--- src/rtl/sqrt_arbiter.sv ---
// Round-robin arbiter sharing one external square_root datapath between two requesters.
// Drives the operand, waits SETTLE_CYCLES edges, then registers the result and pulses the ack.
module sqrt_arbiter #(
  parameter int unsigned SETTLE_CYCLES = 1
) (
  input  logic        clk,
  input  logic        rst,
  input  logic        req0,
  input  logic [7:0]  in0,
  input  logic        req1,
  input  logic [7:0]  in1,
  output logic [7:0]  sq_in,
  input  logic [15:0] sq_out,
  output logic [15:0] result,
  output logic        ack0,
  output logic        ack1,
  output logic        busy,
  output logic        grant_id
);

  localparam logic [3:0] SETTLE = 4'(SETTLE_CYCLES);

  typedef enum logic {IDLE, WAIT} state_t;

  state_t      r_state, w_state_next;
  logic [3:0]  r_cnt, w_cnt_next;
  logic [7:0]  r_sq_in, w_sq_in_next;
  logic [15:0] r_result, w_result_next;
  logic        r_ack0, w_ack0_next;
  logic        r_ack1, w_ack1_next;
  logic        r_busy, w_busy_next;
  logic        r_grant_id, w_grant_id_next;
  logic        r_last_grant, w_last_grant_next;

  logic w_elig0, w_elig1, w_sel;

  // A channel being acked this cycle is still dropping its req, so it cannot win.
  assign w_elig0 = req0 & ~r_ack0;
  assign w_elig1 = req1 & ~r_ack1;
  assign w_sel   = (w_elig0 & w_elig1) ? ~r_last_grant : w_elig1;

  always_ff @(posedge clk or posedge rst) begin
    if (rst) begin
      r_state      <= IDLE;
      r_cnt        <= 4'd0;
      r_sq_in      <= 8'd0;
      r_result     <= 16'd0;
      r_ack0       <= 1'b0;
      r_ack1       <= 1'b0;
      r_busy       <= 1'b0;
      r_grant_id   <= 1'b0;
      r_last_grant <= 1'b1;
    end else begin
      r_state      <= w_state_next;
      r_cnt        <= w_cnt_next;
      r_sq_in      <= w_sq_in_next;
      r_result     <= w_result_next;
      r_ack0       <= w_ack0_next;
      r_ack1       <= w_ack1_next;
      r_busy       <= w_busy_next;
      r_grant_id   <= w_grant_id_next;
      r_last_grant <= w_last_grant_next;
    end
  end

  always_comb begin
    w_state_next      = r_state;
    w_cnt_next        = r_cnt;
    w_sq_in_next      = r_sq_in;
    w_result_next     = r_result;
    w_ack0_next       = 1'b0;
    w_ack1_next       = 1'b0;
    w_busy_next       = r_busy;
    w_grant_id_next   = r_grant_id;
    w_last_grant_next = r_last_grant;
    case (r_state)
      IDLE: begin
        if (w_elig0 | w_elig1) begin
          w_state_next      = WAIT;
          w_sq_in_next      = w_sel ? in1 : in0;
          w_grant_id_next   = w_sel;
          w_last_grant_next = w_sel;
          w_cnt_next        = SETTLE;
          w_busy_next       = 1'b1;
        end
      end
      WAIT: begin
        w_cnt_next = r_cnt - 4'd1;
        if (r_cnt == 4'd1) begin
          w_result_next = sq_out;
          w_ack0_next   = ~r_grant_id;
          w_ack1_next   = r_grant_id;
          w_busy_next   = 1'b0;
          w_state_next  = IDLE;
        end
      end
      default: w_state_next = IDLE;
    endcase
  end

  assign sq_in    = r_sq_in;
  assign result   = r_result;
  assign ack0     = r_ack0;
  assign ack1     = r_ack1;
  assign busy     = r_busy;
  assign grant_id = r_grant_id;

endmodule

--- config.mk ---
export PLATFORM = sky130hd
export DESIGN_NAME = sqrt_arbiter
export DESIGN_NICKNAME = d
export VERILOG_FILES = /design/src/rtl/sqrt_arbiter.sv
export SDC_FILE = /design/constraint.sdc
export NUM_CORES = 1
export LEC_CHECK = 0
export CAP_MARGIN = 25
export CORE_UTILIZATION = 39
export DETAILED_ROUTE_END_ITERATION = 8
export GPL_ROUTABILITY_DRIVEN = 0
export PLACE_DENSITY = 0.72
export RECOVER_POWER = 50
export SLEW_MARGIN = 10
export SYNTH_ARGS = -nofsm -noshare
export SYNTH_HDL_FRONTEND = slang
export SYNTH_SLANG_ARGS = --single-unit
--- constraint.sdc ---
create_clock -name clk -period 1.4 [get_ports clk]
set_input_delay 0.35 -clock clk [delete_from_list [all_inputs] [get_ports clk]]
set_output_delay 0.35 -clock clk [all_outputs]
set_load 0.05 [all_outputs]
==> results of run 1 <==
## path summary, 6_finish.rpt
| path | depth (start not counted) | from | slack (ns) | to |
|---|---|---|---|---|
| worst max-delay path | 5 | r_cnt[1]$_DFFE_PP0P_ | -0.07 | result[3]$_DFFE_PP0P_ |
| worst min-delay path | 1 | result[11]$_DFFE_PP0P_ | 0.51 | result[11]$_DFFE_PP0P_ |
| worst max register to register | 5 | r_cnt[1]$_DFFE_PP0P_ | -0.07 | result[3]$_DFFE_PP0P_ |
| worst min register to register | 1 | result[11]$_DFFE_PP0P_ | 0.51 | result[11]$_DFFE_PP0P_ |
| max in group asynchronous | 3 | rst | 0.33 | ack1$_DFF_PP0_ |
| min in group asynchronous | 3 | rst | 0.66 | result[15]$_DFFE_PP0P_ |
## power by group through the flow
stage               clock [W]  sequential, W  combinational (W)
global placement            0        0.00196            0.00454
global route         0.000962        0.00205            0.00511
CTS                  0.000939        0.00199            0.00471
detailed placement          0        0.00199            0.00464
finish               0.000915        0.00199            0.00489
floorplan                   0        0.00315            0.00108
## worst reg2reg max path, stage by stage, from the launching register on
cell       delay (ns)
dfrtp_1          0.39
inv_2            0.08
ha_4             0.12
and4bb_4         0.28
clkbuf_16        0.18
mux2_4           0.30
## layer usage
layer,vias up,wire length [µm]
met5,-,0
met4,0,96
met3,11,228
met2,47,2320
met1,685,1810
li1,631,-
## state kept, by name (all words and copies together), names as in the netlist
register	cells
result	16
busy	1
r_last_grant	1
ack0	1
ack1	1
r_state	1
r_cnt	4
sq_in	8
grant_id	1
## logic make-up after synthesis
group,after synthesis,share of synthesized area [%]
mux,20,14.3
flops,34,53.4
xor+xnor,1,0.549
simple gates,21,10.3
compound gates,30,13.5
fa+ha+maj,2,1.57
buf+inv,22,6.43
## stage by stage
stage	hold slack [ns]	setup slack, ns
floorplan	0.491	-0.109
global placement	0.514	-0.319
detailed placement	0.520	-0.433
CTS	0.379	-0.0971
global route	0.530	-0.108
finish	0.512	-0.0699
## cell type report
class | count | share of cell area (%)
Multi-Input combinational cell | 74 | 26.1
Inverter | 13 | 1.69
Tap cell | 48 | 2.08
Clock buffer | 6 | 2.85
Timing Repair Buffer | 83 | 36.7
Sequential cell | 34 | 29.5
Clock inverter | 1 | 1.04
## layout by cell type (no fill, tap or decap), drive strengths merged
cell / instances
clkbuf: 13
inv: 13
nor3: 1
nor2b: 2
nand3b: 1
and2b: 1
bufinv: 1
dlygate4sd3: 1
and3b: 9
nor4b: 1
dfstp: 1
dfrtp: 33
and2: 1
mux2: 19
dlygate4sd2: 1
mux2i: 1
dlymetal6s2s: 1
nand2b: 2
nor2: 2
a22o: 2
a221oi: 8
buf: 41
o21ai: 9
xor2: 1
a21o: 1
and4bb: 1
o31ai: 2
ha: 2
clkdlybuf4s50: 32
a22oi: 8
## repair_timing
| item | 4_1_cts | 5_1_grt |
|---|---|---|
| gates resized for setup | 5 | 21 |
| gates cloned | 0 | 1 |
| endpoints found under the setup margin | 28 | 27 |
| pin swaps | 1 | 1 |
| buffers inserted | 1 | 0 |
==> run metrics, run 1 <==
register clock-pin slew on the reported worst setup and hold paths=0.06 ns; Fin Clk Skew=0.00638 ns; hold buffer count at cts=0; port bufs=63; final antenna diode count=0; net switching power=0.00321 W; min setup slack post-route=-0.0699 ns; Layout Nets=249; Synth top area share=51.7%; non-filler cells, final=259; root buf cell=clkbuf_8; Gate power share=62.7%; Sequential Power Share=around a quarter; Post-Synthesis Cells=130; H-Tree Depth=2; CTS Sinks=34; Post-synth top cells=dfrtp_1 (33), mux2_2 (18), inv_1 (13), o21ai_0 (9); sw frac=41.1%; outcome=finished with violations; Tot GR Track Use=21.1%; HPWL after DPL=between 3000 and 4000 µm; storage element area=855 µm²; RSZ-0062 raised after global routing=yes; Fmax achieved=0.680 GHz; Initial DRC Count=about 120; first-pass GRT wire length=6870 µm; Ports=64; Yosys top cell by area=dfrtp_1; worst slew pin tran=between 0.5 and 0.6 ns; Die Y=66.0 µm; Design Area, Final=0.00289 mm²; max incr delay on CP=~0.39 ns; Multi-input gate area=~750 µm²; top cells by area, synth=dfrtp_1 (52%), mux2_2 (13%), a221oi_1 (4.4%), a22oi_1 (3.8%), and3b_2 (3.1%); TritonCTS clock tree=done; count of state elements after synthesis=34; setup TNS=-1.08 ns; largest net degree at the start of global routing=24; Internal=about 0.0046 W; Avg Cell Area, Syn=12.3 µm²; final core utilization=76.2%; Final Cycle Share=105%; CP Data Arrival Time=1.64 ns; Synth cell types=28; critical-path cell list=inv_2, ha_4, and4bb_4, clkbuf_16, mux2_4; Most Crowded Layer GR=met2; core area=0.00380 mm²; Via Count=between 1000 and 1500; endpoints failing hold=0; leakage power=1.33 nW; Critical Path RT=1.57 ns; Post-DRT Antenna Nets=0; Critical path buffers and inverters=2; TritonRoute pass-1 iters=4; Cells after DPL=250; met2 track demand over resource=around 37%; placement row count=22; GR Util met3=~6.2%; Worst IR Drop VDD=about 1.6 mV; Main synth FF type=dfrtp_1; vias per cell=5.31; Tot Pwr=0.00779 W; Post-synth ARST share=100%; # setup viols final=25; slew margin rel.=60.8%; Clk network pwr share=11.7%; wire length per cell=17.2 µm; final max-slew violation count=0; Starting Density=42.0%; met1 Track Usage GR=24.9%; Fill cells=242; pwr dens=around 2700 mW/mm²; layout cells sized above 1=42.7%; Synth Cell Area=0.00160 mm²; clock buffer depth=2; area growth from synthesis to layout=81.3%; CP Class=reg -> reg; Remaining DRCs=0; CP Capture Type=flop; failing checks=negative setup slack; Final min period=1.47 ns; number of global-route vias before repair=between 1000 and 1500; Max Cap Violations=0; top-count cell post-synth=dfrtp_1; sequential share of the synthesized area=between 50% and 60%; Synth Warn #=0; syn_nets=168; gr ovfl total=0; number of flops mapped to enable cells by yosys=0; Slowest cell on crit path=dfrtp_1; CTS buffer count=5; later-pin clock latency in the skew report=a little under 0.3 ns; crit path max fanout=8; Cell Area, Placed=0.00268 mm²; chip width=66.0 µm; cell family with most CP delay=flip-flops; crit start category=flop; worst hold path class=reg -> reg; Total Wirelength=4460 µm; die area=0.00435 mm²; initial antenna violation count=0
Note: power is estimated with default switching activity, not from simulation.
==> inputs of run 2 (changes only) <==
--- a/config.mk
+++ b/config.mk
@@ -9,9 +9,11 @@
 export CORE_UTILIZATION = 39
 export DETAILED_ROUTE_END_ITERATION = 8
 export GPL_ROUTABILITY_DRIVEN = 0
+export HOLD_SLACK_MARGIN = 0.02
 export PLACE_DENSITY = 0.72
 export RECOVER_POWER = 50
 export SLEW_MARGIN = 10
 export SYNTH_ARGS = -nofsm -noshare
 export SYNTH_HDL_FRONTEND = slang
 export SYNTH_SLANG_ARGS = --single-unit
+export TNS_END_PERCENT = 30
==> run metrics, run 2 (synthesized netlist as in run 1, its figures left out) <==
# setup viols final=21; min setup slack post-route=-0.113 ns; die area=0.00435 mm²; met1 Track Usage GR=22.7%; Most Crowded Layer GR=met2; Cell Area, Placed=0.00268 mm²; slew margin rel.=44.5%; worst slew pin tran=0.833 ns; Final min period=1.51 ns; setup TNS=-1.28 ns; endpoints failing hold=0; Initial DRC Count=48; most common cell after layout, fill and taps aside=clkdlybuf4s50_1; Post-DRT Antenna Nets=0; HPWL after DPL=2950 µm; vias per cell=roughly 5.3; placement row count=22; core area=0.00380 mm²; chip width=around 66 µm; outcome=finished with violations; Tot GR Track Use=20.6%; CP Capture Type=flop; gr ovfl total=0; r2r setup slk=-0.11 ns; final max-slew violation count=0; met2 track demand over resource=38.1%; CP Class=reg -> reg; pwr dens=2690 mW/mm²; Critical Path RT=1.57 ns; Max Cap Violations=0; GR Util met3=6.90%; first-pass GRT wire length=around 6600 µm; later-pin clock latency in the skew report=0.28 ns; Design Area, Final=0.00288 mm²; final antenna diode count=0; layout cells sized above 1=41.4%; Fmax achieved=0.661 GHz; Fill cells=236; Layout Nets=approximately 250; crit start category=flop; root buf cell=clkbuf_8; clock buffer depth=2; Starting Density=42.0%; hold path depth=1; Total Wirelength=4230 µm; CTS buffer count=5; Worst R2R Path Depth=5; Remaining DRCs=0; area growth from synthesis to layout=80.3%; port bufs=63; TritonRoute pass-1 iters=4; H-Tree Depth=2; Ports=64; setup slack at placement=-0.359 ns; RSZ-0062 raised after global routing=yes; number of flip-flops in the largest register=16; worst hold path class=reg -> reg; register clock-pin slew on the reported worst setup and hold paths=0.07 ns; CP Data Arrival Time=1.69 ns; Fin Clk Skew=0.00130 ns; most frequent cells in the layout=clkdlybuf4s50_1 (33), dfrtp_1 (31), buf_12 (28); failing checks=negative setup slack; CTS Sinks=34; Via Count=1359; crit path max fanout=10; leakage power=1.32 nW; TritonCTS clock tree=done; Worst IR Drop VDD=between 1.5 and 2 mV; number of global-route vias before repair=1416; wire length per cell=16.4 µm; Die Y=66.0 µm; initial antenna violation count=0; Final Cycle Share=108%; largest net degree at the start of global routing=35
-- run 2: changes by cell type in the layout (fill, tap and decap cells not counted), sizes merged --
cell | previous run | this run
dlymetal6s2s | 1 | 0
clkinv | 0 | 2
clkbuf | 13 | 10
clkdlybuf4s50 | 32 | 33
-- run 2: power breakdown --
part | internal, W | switching (W)
combinational | 0.00255 | 0.00232
sequential | 0.00148 | 0.000514
clock | 0.000524 | 0.000362
-- run 2: timing repair --
item | in CTS | in global routing
hold buffers | 0 | 0
pin swaps | 0 | 1
gates cloned | 0 | 2
setup endpoints to repair | 23 | 24
gates resized for setup | 5 | 16
setup buffers | 0 | 0
-- run 2: area by class of cell --
class	count	area (µm²)	share of cell area [%]
Sequential cell	34	855	29.7
Clock inverter	3	40.0	1.39
Tap cell	48	60.1	2.09
Inverter	13	48.8	1.69
Timing Repair Buffer	81	1070	37.2
Multi-Input combinational cell	74	734	25.5
Clock buffer	5	68.8	2.39
-- run 2: final timing paths --
| path | start | end |
|---|---|---|
| hold reg to reg | result[10]$_DFFE_PP0P_ | result[10]$_DFFE_PP0P_ |
| max in group asynchronous | rst | ack0$_DFF_PP0_ |
| min in group asynchronous | rst | sq_in[5]$_DFFE_PP0P_ |
| hold / removal | result[10]$_DFFE_PP0P_ | result[10]$_DFFE_PP0P_ |
| setup reg to reg | r_cnt[1]$_DFFE_PP0P_ | result[12]$_DFFE_PP0P_ |
| setup / recovery | r_cnt[1]$_DFFE_PP0P_ | result[12]$_DFFE_PP0P_ |
-- run 2: critical path, stage by stage (launching register included) --
cell and delay, ns:
dfrtp_1 0.39, inv_2 0.08, ha_4 0.11, and4bb_4 0.30
clkbuf_16 0.18, mux2_2 0.32
-- run 2: layer usage --
metal  up-vias  part of all wire, %
met3         3                  6.6
li1        624                    -
met4         0                 0.52
met1       677                   38
met5         -                    0
met2        55                   55
-- run 2: through the flow --
step | utilization (%) | hold WS (ns) | total power (W) | instances
3_5_place_dp | 70.6 | 0.504 | 0.00661 | 248
6_report | 75.8 | 0.507 | 0.00775 | 258
2_1_floorplan | - | 0.491 | 0.00419 | 130
5_1_grt | 75.8 | 0.528 | 0.00811 | 258
3_3_place_gp | 70.6 | 0.501 | 0.00646 | 248
4_1_cts | 73.8 | 0.423 | 0.00755 | 256
